`src/rtl/vram_painter.sv`:
```
// VRAM port-A write engine: paints square brush strokes from touch samples and
// performs full-screen clear sweeps, one registered write per clock.
module vram_painter #(
  parameter int X_RES          = 480,
  parameter int Y_RES          = 272,
  parameter int BITS_PER_PIXEL = 9,
  parameter int BRUSH_RADIUS   = 1,
  parameter logic [BITS_PER_PIXEL-1:0] CLEAR_COLOR = '0
) (
  input  logic                      cclk,
  input  logic                      rstb,
  input  logic                      touch_valid,
  input  logic [11:0]               touch_x,
  input  logic [11:0]               touch_y,
  input  logic [BITS_PER_PIXEL-1:0] pen_color,
  input  logic                      clear_req,
  output logic                      vram_wr_ena,
  output logic [16:0]               vram_wr_addr,
  output logic [BITS_PER_PIXEL-1:0] vram_wr_data,
  output logic                      busy,
  output logic                      clear_done,
  output logic [1:0]                dbg_state
);

  // Handshake: a write is one cycle of vram_wr_ena high; addr/data are only
  // meaningful in that cycle and simply hold otherwise. There is no backpressure.

  typedef enum logic [1:0] {IDLE, PAINT, CLEAR, DONE} state_t;

  localparam logic [16:0]        LAST_ADDR = 17'(X_RES * Y_RES - 1);
  localparam logic [11:0]        X_MAX12   = 12'(X_RES);
  localparam logic [11:0]        Y_MAX12   = 12'(Y_RES);
  localparam logic signed [13:0] X_LIM     = 14'(X_RES);
  localparam logic signed [13:0] Y_LIM     = 14'(Y_RES);
  localparam logic signed [7:0]  R_POS     = 8'(BRUSH_RADIUS);
  localparam logic signed [7:0]  R_NEG     = -8'(BRUSH_RADIUS);

  state_t                    state;
  logic                      clear_q;
  logic                      clear_pending;
  logic [11:0]               cx;
  logic [11:0]               cy;
  logic [BITS_PER_PIXEL-1:0] color;
  logic signed [7:0]         dx;
  logic signed [7:0]         dy;
  logic [16:0]               clr_addr;

  logic                      clear_edge;
  logic                      touch_ok;
  logic signed [13:0]        px;
  logic signed [13:0]        py;
  logic                      pix_ok;
  logic [16:0]               pix_addr;

  assign dbg_state = state;

  // Candidate pixel in signed arithmetic so strokes near x=0/y=0 never wrap.
  always_comb begin
    clear_edge = clear_req & ~clear_q;
    touch_ok   = touch_valid && (touch_x < X_MAX12) && (touch_y < Y_MAX12);
    px         = $signed({2'b00, cx}) + 14'(dx);
    py         = $signed({2'b00, cy}) + 14'(dy);
    pix_ok     = (px >= 14'sd0) && (px < X_LIM) && (py >= 14'sd0) && (py < Y_LIM);
    pix_addr   = 17'(py) * 17'(X_RES) + 17'(px);
  end

  always_ff @(posedge cclk or negedge rstb) begin
    if (!rstb) begin
      state         <= IDLE;
      clear_q       <= 1'b0;
      clear_pending <= 1'b0;
      cx            <= '0;
      cy            <= '0;
      color         <= '0;
      dx            <= '0;
      dy            <= '0;
      clr_addr      <= '0;
      vram_wr_ena   <= 1'b0;
      vram_wr_addr  <= '0;
      vram_wr_data  <= '0;
      busy          <= 1'b0;
      clear_done    <= 1'b0;
    end else begin
      clear_q     <= clear_req;
      vram_wr_ena <= 1'b0;
      busy        <= 1'b0;
      clear_done  <= 1'b0;
      case (state)
        IDLE: begin
          // A clear (pending or arriving now) beats a simultaneous touch.
          if (clear_pending || clear_edge) begin
            state         <= CLEAR;
            clear_pending <= 1'b0;
            clr_addr      <= '0;
          end else if (touch_ok) begin
            cx    <= touch_x;
            cy    <= touch_y;
            color <= pen_color;
            dx    <= R_NEG;
            dy    <= R_NEG;
            state <= PAINT;
          end
        end
        PAINT: begin
          busy <= 1'b1;
          if (clear_edge) clear_pending <= 1'b1;
          if (pix_ok) begin
            vram_wr_ena  <= 1'b1;
            vram_wr_addr <= pix_addr;
            vram_wr_data <= color;
          end
          if (dx == R_POS) begin
            dx <= R_NEG;
            if (dy == R_POS) state <= IDLE;
            else             dy    <= dy + 8'sd1;
          end else begin
            dx <= dx + 8'sd1;
          end
        end
        CLEAR: begin
          busy         <= 1'b1;
          vram_wr_ena  <= 1'b1;
          vram_wr_addr <= clr_addr;
          vram_wr_data <= CLEAR_COLOR;
          clr_addr     <= clr_addr + 17'd1;
          if (clr_addr == LAST_ADDR) state <= DONE;
        end
        DONE: begin
          // Final sweep beat is on the outputs now; pulse completion next.
          clear_done <= 1'b1;
          if (clear_edge) clear_pending <= 1'b1;
          state <= IDLE;
        end
        default: state <= IDLE;
      endcase
    end
  end

endmodule

```
`config.mk`:
```
export PLATFORM = sky130hd
export DESIGN_NAME = vram_painter
export DESIGN_NICKNAME = d
export VERILOG_FILES = /design/src/rtl/vram_painter.sv
export SDC_FILE = /design/constraint.sdc
export NUM_CORES = 1
export LEC_CHECK = 0
export ABC_AREA = 1
export CORE_MARGIN = 8
export CORE_UTILIZATION = 55
export DETAILED_ROUTE_END_ITERATION = 10
export HOLD_SLACK_MARGIN = 0.12
export PLACE_DENSITY = 0.74
export RECOVER_POWER = 100
export REMOVE_ABC_BUFFERS = 1
export SLEW_MARGIN = 5
export SYNTH_ARGS = -nofsm -noshare
export SYNTH_HDL_FRONTEND = slang
export SYNTH_SLANG_ARGS = --single-unit
```
`constraint.sdc`:
```
create_clock -name cclk -period 9.67 [get_ports cclk]
set_input_delay 2.901 -clock cclk [delete_from_list [all_inputs] [get_ports cclk]]
set_output_delay 2.901 -clock cclk [all_outputs]
set_load 0.03 [all_outputs]
```
==> metrics.txt <==
Initial DRT Pass Iterations=6; Final Critical Period=around 6600 ps; DR iter-0 viols=around 370; RSZ-0062 raised after global routing=false; layout cell share with drive strength beyond 1=0.0602; worst hold path type=register to register; Buf/Inv on CP=5; crit path kind=input port to register; CTS tree=built; total routed wirelength=15700 µm; maximum vdd drop=0.0000862 V; Max Freq=roughly 150 MHz; setup violators final=0; Final ANT Viol Nets=0; initial core utilization=0.560; combinational power share=0.036; # rows=42; r2r setup slk=3730 ps; hold_buf cts=0; switching power=0.171 mW; dpl hpwl=12200 µm; CTS Root Cell=clkbuf_16; Slew Limit Fails=slightly below 80; largest net degree at the start of global routing=66; Final Net Count=1100; Placer Congestion=between 0.9 and 1; detailed-route wire length per cell=13.6 µm; CTS Buffer Depth=2; Final Non-Filler Cells=1156; Num CTS Buffers=9; clock-pin slew on the worst setup and hold paths=70 ps; Skew-Pair Late Insertion Delay=350 ps; Inst Count DP=1140; Die H=about 130 µm; IO buf count=67; Slew HR=-0.230; die footprint=0.0174 mm²; Tot GR Track Use=0.189; critical path's largest stage delay=roughly 1200 ps; Slew @ Worst Pin=approximately 1800 ps; Max FO, Critical Path=42; Core Footprint=between 0.01 and 0.015 mm²; vias per inst=roughly 5.2; most frequent cells in the layout=166 x inv_1, 163 x nand2_1, 99 x dfrtp_1; CP required=9900 ps; Netlist cell types=53; vias in the first global route=approximately 6000; Worst Skew=between 7 and 8 ps; Seq/Total Area, Yosys=0.335; Setup TNS=0 ps; number of synthesized register bits=99; gr ovfl total=0; Setup Buffers After CTS=0; crit-path cells=dlygate4sd3_1 > inv_1 > nor2_1 > nor2_1 > nand2_1 > inv_1 > nand3_1 > nand2_1 > inv_1 > nor2_1 > nand2_1 > nor2_1 > inv_1 > o21ai_0 > nand3_1; Final Cycle Share=0.687; H-tree levels=3; Clock Sinks=99; Flop pwr share=0.525; Critical Path Sink Type=register; Residual DRC=0; slowest CP cell=nand3_1; P_int=0.627 mW; MaxCap Viol Count=2; Pwr Density=~95 mW/mm²; initial antenna violation count=0; Final Hold Fails=0; commonest non-fill, non-tap cell in the layout=inv_1; startpoint types=input port; Clock Power Share=0.440; P_leak=around 4.5 nW; ANT cells=0; Sw Share=0.214; post-route setup slack=between 3000 and 4000 ps; Syn Inst Count=around 900; pre-CTS worst setup slack=between 3000 and 4000 ps; Synth Warn #=0; post-CTS sizing=0; die width=132 µm; failing checks=max-capacitance violations, max-slew violations; Worst EP arrival=between 6000 and 7000 ps; crit-path leading delay family=simple AND/OR/NAND/NOR gates; first-pass GRT wire length=between 20000 and 30000 µm; num ports=68; synth-to-layout area growth=14.1%; status=finished, violations left; syn avg cell area=8.12 µm²; routed vias=6029; Syn Std Cell Area=0.00738 mm²
==> power groups by stage <==
| stage | Combinational, mW | Clock (mW) | Sequential [mW] |
|---|---|---|---|
| 2_1_floorplan | 0.00504 | 0 | 0.426 |
| 3_3_place_gp | 0.0294 | 0 | 0.426 |
| 3_5_place_dp | 0.0298 | 0 | 0.426 |
| 4_1_cts | 0.0300 | 0.356 | 0.418 |
| 5_1_grt | 0.0321 | 0.372 | 0.418 |
| 6_report | 0.0285 | 0.351 | 0.418 |
==> final timing paths <==
path | startpoint | end | cells after the start
min | color[0]$_DFFE_PN0P_ | vram_wr_data[0]$_DFFE_PN0P_ | 2
max | clear_req | dy[4]$_DFFE_PN0P_ | 15
max reg2reg | dy[0]$_DFFE_PN0P_ | vram_wr_addr[15]$_DFFE_PN0P_ | 29
min reg2reg | color[0]$_DFFE_PN0P_ | vram_wr_data[0]$_DFFE_PN0P_ | 2
max in group asynchronous | rstb | vram_wr_addr[14]$_DFFE_PN0P_ | 2
min in group asynchronous | rstb | color[1]$_DFFE_PN0P_ | 1
==> worst reg2reg max path, delay by kind of cell, from the launching register on <==
family	cells	cell delay, ps
flip-flops	1	430
XOR/XNOR	3	750
buffers and inverters	5	400
AND/OR/NAND/NOR	5	550
AO/OA/AOI/OAI	9	1230
adder cells (fa/ha/maj)	7	2440
==> per-layer routing <==
| metal | share of wire | GRT usage | up-vias |
|---|---|---|---|
| met5 | 0 | 0 | - |
| met4 | 0.017 | 0.0645 | 0 |
| met3 | 0.042 | 0.0377 | 18 |
| met2 | 0.46 | 0.312 | 119 |
| met1 | 0.48 | 0.243 | 2794 |
| li1 | - | - | 3098 |
==> through the flow <==
stage	power (mW)	util	cell area, µm²	hold slack (ps)
floorplan	0.431	-	7300	436
global placement	0.456	0.622	8210	446
detailed placement	0.456	0.622	8210	454
CTS	0.804	0.644	8500	465
global route	0.823	0.639	8430	492
finish	0.798	0.639	8430	464
==> flip-flops by register name (all words and copies together), names as in the netlist, 8 cells and up <==
| signal | cells |
|---|---|
| cx | 12 |
| vram_wr_data | 9 |
| color | 9 |
| dy | 8 |
| cy | 12 |
| dx | 8 |
| vram_wr_addr | 17 |
| clr_addr | 17 |
==> cells by family after synthesis <==
kind of cell	after synthesis	synth area share
flip-flops	99	0.335
adder cells (fa/ha/maj)	88	0.166
AO/OA/AOI/OAI	157	0.126
multiplexers	19	0.0290
buffers and inverters	181	0.0959
XOR/XNOR	43	0.0530
AND/OR/NAND/NOR	322	0.195
==> synth_stat cells, drive strengths merged <==
master	instances	area, µm²
inv	166	623
nand2	163	624
dfrtp	99	2480
a21oi	72	417
ha	71	888
nor2	62	253
o21ai	54	270
nand3	52	270
xor2	27	251
nor3	21	121
mux2	19	214
fa	17	340
xnor2	16	140
nand4	14	103
buf	7	55.1
clkbuf	7	26.3
o22ai	7	43.8
nor4	6	37.5
a211oi	4	30.0
o21a	4	30.0
a21o	2	15.0
nor3b	2	15.0
o21bai	2	15.0
or2	2	12.5
a21boi	1	7.51
a221oi	1	8.76
a22oi	1	7.51
a31oi	1	6.26
clkinv	1	3.75
o2111a	1	11.3
o2111ai	1	8.76
o211ai	1	7.51
o221ai	1	8.76
o31a	1	8.76
o31ai	1	7.51
o32ai	1	8.76
o41ai	1	16.3
==> area by class of cell <==
cell class | count | area, µm²
Fill cell | 1166 | 4760
Clock inverter | 3 | 21.3
Sequential cell | 99 | 2480
Tap cell | 176 | 220
Multi-Input combinational cell | 629 | 4130
Timing Repair Buffer | 69 | 679
Clock buffer | 13 | 270
Inverter | 167 | 627
Power figures use the tool's default switching activity.
